## config.mk

```make
export PLATFORM = sky130hd
export DESIGN_NAME = fetch_stage_flat
export DESIGN_NICKNAME = d
export VERILOG_FILES = /design/src/rtl/fetch_stage_if.sv /design/src/rtl/fetch_stage.sv /design/src/flat_wrapper.sv
export SDC_FILE = /design/constraint.sdc
export NUM_CORES = 1
export LEC_CHECK = 0
export CAP_MARGIN = 20
export CORE_ASPECT_RATIO = 0.6
export CORE_MARGIN = 2
export CORE_UTILIZATION = 26
export CTS_CLUSTER_DIAMETER = 50
export CTS_CLUSTER_SIZE = 10
export DETAILED_ROUTE_END_ITERATION = 16
export PLACE_DENSITY = 0.52
export SETUP_SLACK_MARGIN = 0.3
export SLEW_MARGIN = 20
export SYNTH_ARGS = -nofsm -noshare
export SYNTH_HDL_FRONTEND = slang
export SYNTH_SLANG_ARGS = --single-unit
```

## constraint.sdc

```tcl
create_clock -name clk -period 2.9 [get_ports clk]
set_clock_uncertainty 0.1 [all_clocks]
set_input_delay 0.725 -clock clk [delete_from_list [all_inputs] [get_ports clk]]
set_output_delay 0.725 -clock clk [all_outputs]
set_load 0.05 [all_outputs]
```

## src/rtl/fetch_stage_if.sv

```systemverilog
`default_nettype none
// ============================================================================
// Module      : fetch_stage_if
// Description : Hazard-unit control, instruction-memory and IF/ID signals of
//               the instruction-fetch stage.
// Revision    : 1.0 - initial release
// ============================================================================
interface fetch_stage_if #(
    parameter int ADDR_W  = 32,
    parameter int INSTR_W = 16
);
    logic [1:0]         pc_src;
    logic [ADDR_W-1:0]  branch_target;
    logic [ADDR_W-1:0]  imem_addr;
    logic [INSTR_W-1:0] imem_data;
    logic [INSTR_W-1:0] if_id_instr;
    logic [INSTR_W-1:0] if_id_imm;
    logic [ADDR_W-1:0]  if_id_pc;
    logic               if_id_valid;
    logic [ADDR_W-1:0]  pc;

    modport master (
        input  pc_src, branch_target, imem_data,
        output imem_addr, if_id_instr, if_id_imm, if_id_pc, if_id_valid, pc
    );

    modport slave (
        output pc_src, branch_target, imem_data,
        input  imem_addr, if_id_instr, if_id_imm, if_id_pc, if_id_valid, pc
    );
endinterface
`default_nettype wire

```

## src/rtl/fetch_stage.sv

```systemverilog
`default_nettype none
// ============================================================================
// Module      : fetch_stage
// Description : Instruction fetch - owns the PC, loads it from the reset
//               vector, assembles two-word instructions into IF/ID.
// Revision    : 1.0 - initial release
// ============================================================================
module fetch_stage #(
    parameter int                ADDR_W       = 32,
    parameter int                INSTR_W      = 16,
    parameter logic [ADDR_W-1:0] RST_VEC_ADDR = '0
) (
    input  wire            clk,
    input  wire            rst,
    fetch_stage_if.master  bus
);

    localparam logic [1:0] c_st_vec_hi = 2'd0;
    localparam logic [1:0] c_st_vec_lo = 2'd1;
    localparam logic [1:0] c_st_run    = 2'd2;
    localparam logic [1:0] c_st_imm    = 2'd3;

    localparam logic [1:0] c_src_branch = 2'b01;
    localparam logic [1:0] c_src_hold   = 2'b10;

    localparam logic [ADDR_W-1:0] c_vec_lo_addr = RST_VEC_ADDR + ADDR_W'(1);

    logic [1:0]           r_state, w_state_nxt;
    logic [ADDR_W-1:0]    r_pc, w_pc_nxt;
    logic [INSTR_W-1:0]   r_instr, w_instr_nxt;
    logic [INSTR_W-1:0]   r_imm, w_imm_nxt;
    logic [ADDR_W-1:0]    r_if_pc, w_if_pc_nxt;
    logic                 r_valid, w_valid_nxt;
    logic [INSTR_W-1:0]   r_vec_hi, w_vec_hi_nxt;
    logic [INSTR_W-1:0]   r_hold_word, w_hold_word_nxt;
    logic [ADDR_W-1:0]    r_hold_pc, w_hold_pc_nxt;
    logic [ADDR_W-1:0]    w_imem_addr;
    logic [ADDR_W-1:0]    w_pc_inc;
    logic [2*INSTR_W-1:0] w_vec_full;

    assign w_pc_inc   = r_pc + ADDR_W'(1);
    assign w_vec_full = {r_vec_hi, bus.imem_data};

    always_ff @(posedge clk) begin
        if (rst) r_state <= c_st_vec_hi;
        else     r_state <= w_state_nxt;
    end

    always_comb begin
        w_state_nxt = c_st_vec_hi;
        case (r_state)
            c_st_vec_hi: w_state_nxt = c_st_vec_lo;
            c_st_vec_lo: w_state_nxt = c_st_run;
            c_st_run: begin
                w_state_nxt = c_st_run;
                if (bus.pc_src != c_src_hold && bus.pc_src != c_src_branch && bus.imem_data[0])
                    w_state_nxt = c_st_imm;
            end
            c_st_imm:    w_state_nxt = (bus.pc_src == c_src_hold) ? c_st_imm : c_st_run;
            default:     w_state_nxt = c_st_vec_hi;
        endcase
    end

    always_comb begin
        w_imem_addr     = r_pc;
        w_pc_nxt        = r_pc;
        w_instr_nxt     = r_instr;
        w_imm_nxt       = r_imm;
        w_if_pc_nxt     = r_if_pc;
        w_valid_nxt     = r_valid;
        w_vec_hi_nxt    = r_vec_hi;
        w_hold_word_nxt = r_hold_word;
        w_hold_pc_nxt   = r_hold_pc;
        case (r_state)
            c_st_vec_hi: begin
                w_imem_addr  = RST_VEC_ADDR;
                w_vec_hi_nxt = bus.imem_data;
            end
            c_st_vec_lo: begin
                w_imem_addr = c_vec_lo_addr;
                w_pc_nxt    = w_vec_full[ADDR_W-1:0];
                w_valid_nxt = 1'b0;
            end
            c_st_run: begin
                if (bus.pc_src == c_src_branch) begin
                    w_pc_nxt    = bus.branch_target;
                    w_instr_nxt = '0;
                    w_imm_nxt   = '0;
                    w_valid_nxt = 1'b0;
                end else if (bus.pc_src != c_src_hold) begin
                    w_pc_nxt = w_pc_inc;
                    if (bus.imem_data[0]) begin
                        // First half of a two-word instruction: park it, bubble IF/ID
                        w_hold_word_nxt = bus.imem_data;
                        w_hold_pc_nxt   = r_pc;
                        w_instr_nxt     = '0;
                        w_valid_nxt     = 1'b0;
                    end else begin
                        w_instr_nxt = bus.imem_data;
                        w_imm_nxt   = '0;
                        w_if_pc_nxt = r_pc;
                        w_valid_nxt = 1'b1;
                    end
                end
            end
            c_st_imm: begin
                if (bus.pc_src == c_src_branch) begin
                    w_pc_nxt    = bus.branch_target;
                    w_instr_nxt = '0;
                    w_imm_nxt   = '0;
                    w_valid_nxt = 1'b0;
                end else if (bus.pc_src != c_src_hold) begin
                    w_instr_nxt = r_hold_word;
                    w_imm_nxt   = bus.imem_data;
                    w_if_pc_nxt = r_hold_pc;
                    w_valid_nxt = 1'b1;
                    w_pc_nxt    = w_pc_inc;
                end
            end
            default: ;
        endcase
    end

    always_ff @(posedge clk) begin
        if (rst) begin
            r_pc        <= '0;
            r_instr     <= '0;
            r_imm       <= '0;
            r_if_pc     <= '0;
            r_valid     <= 1'b0;
            r_vec_hi    <= '0;
            r_hold_word <= '0;
            r_hold_pc   <= '0;
        end else begin
            r_pc        <= w_pc_nxt;
            r_instr     <= w_instr_nxt;
            r_imm       <= w_imm_nxt;
            r_if_pc     <= w_if_pc_nxt;
            r_valid     <= w_valid_nxt;
            r_vec_hi    <= w_vec_hi_nxt;
            r_hold_word <= w_hold_word_nxt;
            r_hold_pc   <= w_hold_pc_nxt;
        end
    end

    assign bus.imem_addr   = w_imem_addr;
    assign bus.if_id_instr = r_instr;
    assign bus.if_id_imm   = r_imm;
    assign bus.if_id_pc    = r_if_pc;
    assign bus.if_id_valid = r_valid;
    assign bus.pc          = r_pc;

endmodule
`default_nettype wire

```

## src/flat_wrapper.sv

```systemverilog
// flat-port wrapper written by rule: the top's interface ports become plain ports
module fetch_stage_flat 
#(
    parameter int                ADDR_W       = 32,
    parameter int                INSTR_W      = 16,
    parameter logic [ADDR_W-1:0] RST_VEC_ADDR = '0
)
  (clk, rst, bus_pc_src, bus_branch_target, bus_imem_data, bus_imem_addr, bus_if_id_instr, bus_if_id_imm, bus_if_id_pc, bus_if_id_valid, bus_pc);
  fetch_stage_if #(.ADDR_W(ADDR_W), .INSTR_W(INSTR_W)) bus_i ();
  input  wire clk;
  input  wire rst;
  input wire logic [$bits(bus_i.pc_src)-1:0] bus_pc_src;
  input wire logic [$bits(bus_i.branch_target)-1:0] bus_branch_target;
  input wire logic [$bits(bus_i.imem_data)-1:0] bus_imem_data;
  output wire logic [$bits(bus_i.imem_addr)-1:0] bus_imem_addr;
  output wire logic [$bits(bus_i.if_id_instr)-1:0] bus_if_id_instr;
  output wire logic [$bits(bus_i.if_id_imm)-1:0] bus_if_id_imm;
  output wire logic [$bits(bus_i.if_id_pc)-1:0] bus_if_id_pc;
  output wire logic [$bits(bus_i.if_id_valid)-1:0] bus_if_id_valid;
  output wire logic [$bits(bus_i.pc)-1:0] bus_pc;
  assign bus_i.pc_src = bus_pc_src;
  assign bus_i.branch_target = bus_branch_target;
  assign bus_i.imem_data = bus_imem_data;
  assign bus_imem_addr = bus_i.imem_addr;
  assign bus_if_id_instr = bus_i.if_id_instr;
  assign bus_if_id_imm = bus_i.if_id_imm;
  assign bus_if_id_pc = bus_i.if_id_pc;
  assign bus_if_id_valid = bus_i.if_id_valid;
  assign bus_pc = bus_i.pc;
  fetch_stage #(.ADDR_W(ADDR_W), .INSTR_W(INSTR_W), .RST_VEC_ADDR(RST_VEC_ADDR)) u_core (.clk(clk), .rst(rst), .bus(bus_i));
endmodule
```

==> metrics.md <==
| Metric | Value |
|---|---|
| Die height | 138 um |
| Root buf cell | clkbuf_16 |
| Share of layout cells above drive strength 1 | 13.2% |
| Largest net degree at the start of global routing | 45 |
| Synth area leader | dfxtp_1 |
| Fmax | 394 MHz |
| DR vias/cell | 5.05 |
| Post-Syn Area | 7760 um^2 |
| Die W | 227 um |
| Worst slew margin | 59.6% |
| Critical Path, Cell by Cell | inv_2, nor2_1, buf_12 |
| Synth warnings | 0 |
| Max stage delay on crit path | 0.53 ns |
| HPWL after detailed placement | 22100 um |
| RSZ-0062 raised after global routing | true |
| Vias post-DR | 8003 |
| Vias in the first global route | 7457 |
| Synth Area in Simple Gates | 27.7% |
| Synth Area per Inst | 7.73 um^2 |
| Worst r2r path cells | 5 |
| Worst EP arrival | 1.71 ns |
| H-tree Lvls | 4 |
| Initial DRC Count | 645 |
| Initial Utilization | 26.7% |
| Final hold vios | 0 |
| Gr usage total | 19.5% |
| Max-Cap Viols | 0 |
| Worst EP required | 2.08 ns |
| Area delta synth->final | 43.3% |
| Fin. max-slew vios | 0 |
| Clock Sinks | 163 |
| Post-Synth Adder-Cell Area | 0.484% |
| Core Area | 29100 um^2 |
| First-pass DRT Iterations | 5 |
| Fin crit share | 87.5% |
| Cells after Synth | 1004 |
| Final Setup Violations | 0 |
| WL final | 30300 um |
| Largest family of logic cells by synthesized area | simple AND/OR/NAND/NOR gates |
| CP Class | register to output pin |
| Final min period | 2.54 ns |
| TritonCTS clock tree | built |
| # IOs | 181 |
| Mux cell area share after synthesis | 1.16% |
| Routed Antenna Nets | 0 |
| Initial antenna violation count | 1 |
| Status | finished clean |
| Most frequent cells in the layout | nand2_1 (209), dfxtp_1 (161), clkdlybuf4s50_1 (124) |
| Worst-path clk slew | 0.07 ns |
| Hold WC Path Type | register to register |
| Worst slew pin tran | 0.605 ns |
| Clock Latency Late Sink | 0.43 ns |
| Yosys top cell area share | 42.1% |
| GPL Wtd Cong | 0.859 |
| Commonest non-fill, non-tap cell in the layout | nand2_1 |
| Netlist cell types | 71 |
| VDD IR-drop max | 389 uV |
| Primary FF master, synth | dfxtp_1 |
| Crit end category | output pin |
| Number of CTS-inserted buffers | 17 |
| Setup TNS | 0 ns |
| # Post-CTS Setup Buffers | 0 |
| FF+latch count, synth | 163 |
| Seq/Total Area, Yosys | 42.1% |
| Port bufs | 180 |
| CP Max Fanout | 24 |
| Clock tree buffer depth | 2 |
| Area of the multi-input gates | 4070 um^2 |
| Synth Area in Compound Gates | 22.3% |
| Row count | 48 |
| Post-Synth XOR/XNOR Area | 0.565% |
| Slowest library cell on the worst path | dfxtp_4 |
| Die area | 31300 um^2 |
| FF/Latch Area | 3270 um^2 |
| Util after Layout | 38.2% |
| Critical Path Start Type | register |
| Diodes inserted | 0 |
| Fill cell count | 3008 |
| # DRC | 0 |
| P_leak | 0.00399 uW |
| EDFF count, synth | 0 |
| DR WL/cell | 19.1 um |
| Syn_nets | 1059 |
| Hold depth | 2 |
| Synth area leaders | dfxtp_1 (42%), nand2_1 (10%), a21oi_1 (6.8%) |
| NumNets Final | 1228 |
| First-pass GRT wire length | 45500 um |
| Pwr per Cell Area | 576 nW/um^2 |
| Global route total overflow | 0 |
| Post-synthesis async set-or-reset flop share | 0% |
## worst paths after layout
path	start	endpoint	slack, ns
worst min register to register	u_core.bus.if_id_imm[3]	u_core.bus.if_id_imm[3]	0.35
worst min-delay path	u_core.bus.if_id_imm[3]	u_core.bus.if_id_imm[3]	0.35
worst max-delay path	u_core.r_state[1]	bus_imem_addr[27]	0.36
worst max register to register	u_core.bus.pc[5]	u_core.bus.pc[30]	0.51
## repair_timing
| item | CTS | global route |
|---|---|---|
| resized for setup | 21 | 5 |
| hold buffers | 0 | 0 |
| endpoints found under the setup margin | 21 | 16 |
## critical path: cells and delay by family (launching register included)
family	cells	cell delay [ns]
flops	1	0.53
simple gates	1	0.32
buf+inv	2	0.42
## metal layers
layer	part of all wire, %	vias to the layer above	routed length (um)	global-route usage (%)
met5	0.036	-	11	0
met4	0.78	2	236	3.92
met3	8.6	22	2620	5.65
met2	42	286	12700	28.4
met1	49	3817	14800	28.2
li1	-	3876	-	-
## state kept, by name, summed over array words and instances, names as in the netlist
signal / flops
u_core.bus.if_id_pc: 32
u_core.r_hold_word: 16
u_core.bus.if_id_instr: 16
u_core.r_vec_hi: 16
u_core.r_hold_pc: 32
u_core.bus.if_id_valid: 1
u_core.bus.pc: 32
u_core.r_state: 2
u_core.bus.if_id_imm: 16
## cells by family after synthesis
group,after synthesis
simple gates,454
compound gates,265
flops,163
buf+inv,105
mux,9
xor+xnor,5
fa+ha+maj,3
## area by class of cell
type / instances / area share [%]
sequential: 163 / 29.4
clock buffer: 21 / 4.14
tap: 400 / 4.50
timing repair buffer: 244 / 24.2
multi-input combinational: 736 / 36.6
inverter: 11 / 0.371
clock inverter: 9 / 0.743
## cells in the mapped netlist, types with 4 or more instances
master      n
nor3_1      7
clkbuf_1   48
and3_1      7
nand2_1   209
dfxtp_1   163
a21oi_1   106
o211ai_1    4
mux2i_1     9
a22o_1      4
nor4_1      4
a211oi_1   21
a221o_1     5
xnor2_1     4
o21ai_0    23
nor2_1     91
o22ai_1     8
a21o_1      5
nand2b_1    6
a31oi_1     6
o21ai_1     5
nand3_1    61
buf_1      13
nand4_1    10
a22oi_1    19
inv_1      10
buf_2      29
and2_1     29
a311oi_1   34
## where the power goes
part / switching, uW / internal [uW] / total [uW]
logic: 1090 / 608 / 1700
registers: 171 / 2380 / 2550
clock network: 935 / 1210 / 2150
total: 2200 / 4200 / 6400
## metrics by stage
| step | worst slack, ns | hold slack (ns) | total power, uW | area, um^2 | cells |
|---|---|---|---|---|---|
| after floorplan | 0.404 | 0.337 | 3570 | 7760 | 1004 |
| after global placement | -0.0286 | 0.339 | 4310 | 10600 | 1554 |
| after detailed placement | -0.0355 | 0.344 | 4320 | 10600 | 1554 |
| after CTS | 0.307 | 0.353 | 6450 | 11100 | 1584 |
| after global routing | 0.298 | 0.370 | 6680 | 11100 | 1584 |
| final | 0.362 | 0.351 | 6400 | 11100 | 1584 |
Power figures use the tool's default switching activity.
==> patch: new RTL, same settings <==
`r_hold_pc` no longer has a reset.
--- a/src/rtl/fetch_stage.sv
+++ b/src/rtl/fetch_stage.sv
@@ -132,3 +132,2 @@
             r_hold_word <= '0;
-            r_hold_pc   <= '0;
         end else begin
@@ -141,4 +140,7 @@
             r_hold_word <= w_hold_word_nxt;
-            r_hold_pc   <= w_hold_pc_nxt;
         end
+    end
+
+    always_ff @(posedge clk) begin
+        r_hold_pc <= w_hold_pc_nxt;
     end
Function: same outputs for any inputs over 4 cycles, from zero or initial values and one cycle with rst high; that may be too few to reach the edited logic, so the function may still have changed.
==> patch against the unedited design <==
- area after synthesis decreased by 1.6%
- worst setup slack improved by 13 ps
- cell area is essentially flat
- cell count is 5.7% lower
- total power is 1.8% higher
- wire length up 1.2%
- sequential cell count is the same
- fmax rose by 0.53%
- utilization up 0.29 points
- critical endpoint is now bus_imem_addr[26]
- largest power group unchanged
==> patch: results (changes against the unedited design) <==
status: "finished clean"
dr_wl_met2_um: 12800  # +1.5%
met1_usage_pct: 30.1  # +1.8 points
vias: 7703  # -3.7%
drt_iter0_drc: 679  # +5.3%
highest_layer: "met4"
worst_hold_startpoint: "u_core.bus.if_id_imm[14]$_SDFFE_PP0P_"
grt_max_degree: 82  # +82%
hpwlAfterDp_um: 21400  # -3.0%
crit_family: "buffers and inverters"
powerSeq_uw: 2640  # +4%
place.gp.congestion: 0.835  # -2.8%
dpl_cell_area_sq_um: 10600  # -0.34%
dr_wl_met3_um: 2110  # -20%
tightestPinTransition_ps: 612  # +6.70 ps
p_leak_uw: 0.00389  # -2.5%
cts-resized-gates: 28  # +33%
vdd_drop_max_mv: 0.338  # -13%
fill_cells: 2969  # -1.3%
met1_length_um: 15400  # +4.6%
routed_wl_um: 30700  # +1.2%
nets: 1162  # -5.4%
syn_inst: 920  # -8.4%
synth_area_leaders: "dfxtp_1, edfxtp_1, nand2_1"
dp_cells: 1460  # -6.0%
ys_top_cells_by_count: "nand2_1, dfxtp_1, a21oi_1"
gr-usage-met3_pct: 4.70  # -0.95 points
## patch: changes by cell type after synthesis, sizes merged, moves of 5 or more
| cell | before | now |
|---|---|---|
| nand2 | 211 | 153 |
| dfxtp | 163 | 131 |
| edfxtp | 0 | 32 |
| buf | 44 | 18 |
| a21oi | 107 | 88 |
| clkbuf | 50 | 69 |
| nor2 | 92 | 86 |
| nor4 | 7 | 13 |
| o22ai | 8 | 2 |
| o21ai | 28 | 23 |
## patch: through the flow
step / TNS [ps] / setup slack (ps)
6_report: 0 / 375
5_1_grt: 0 / 277
4_1_cts: 0 / 320
3_5_place_dp: -9720 / -167
3_3_place_gp: -10380 / -164
2_1_floorplan: 0 / 303
## patch: cells by family after synthesis
kind of cell,count (synthesis),share of synthesized area (%)
adder cells (fa/ha/maj),3,0.492
flip-flops,163,46.9
buffers and inverters,101,5.18
multiplexers,8,1.07
AO/OA/AOI/OAI,233,20.4
AND/OR/NAND/NOR,404,25.1
XOR/XNOR,8,0.918
## patch: area by class of cell
| type | count | area [sq um] | share of cell area [%] |
|---|---|---|---|
| Tap cell | 375 | 469 | 4.22 |
| Multi-Input combinational cell | 656 | 3680 | 33.1 |
| Sequential cell | 163 | 3590 | 32.3 |
| Clock buffer | 24 | 494 | 4.45 |
| Timing Repair Buffer | 255 | 2780 | 25.0 |
| Clock inverter | 7 | 48.8 | 0.439 |
| Inverter | 14 | 56.3 | 0.507 |
## patch: path summary, 6_finish.rpt
path                            cells after the start  slack (ps)                               endpoint
worst max-delay path                                4         380                      bus_imem_addr[26]
worst min register to register                      2         350  u_core.bus.if_id_imm[14]$_SDFFE_PP0P_
worst min-delay path                                2         350  u_core.bus.if_id_imm[14]$_SDFFE_PP0P_
worst max register to register                      5         430         u_core.bus.pc[31]$_SDFFE_PP0P_
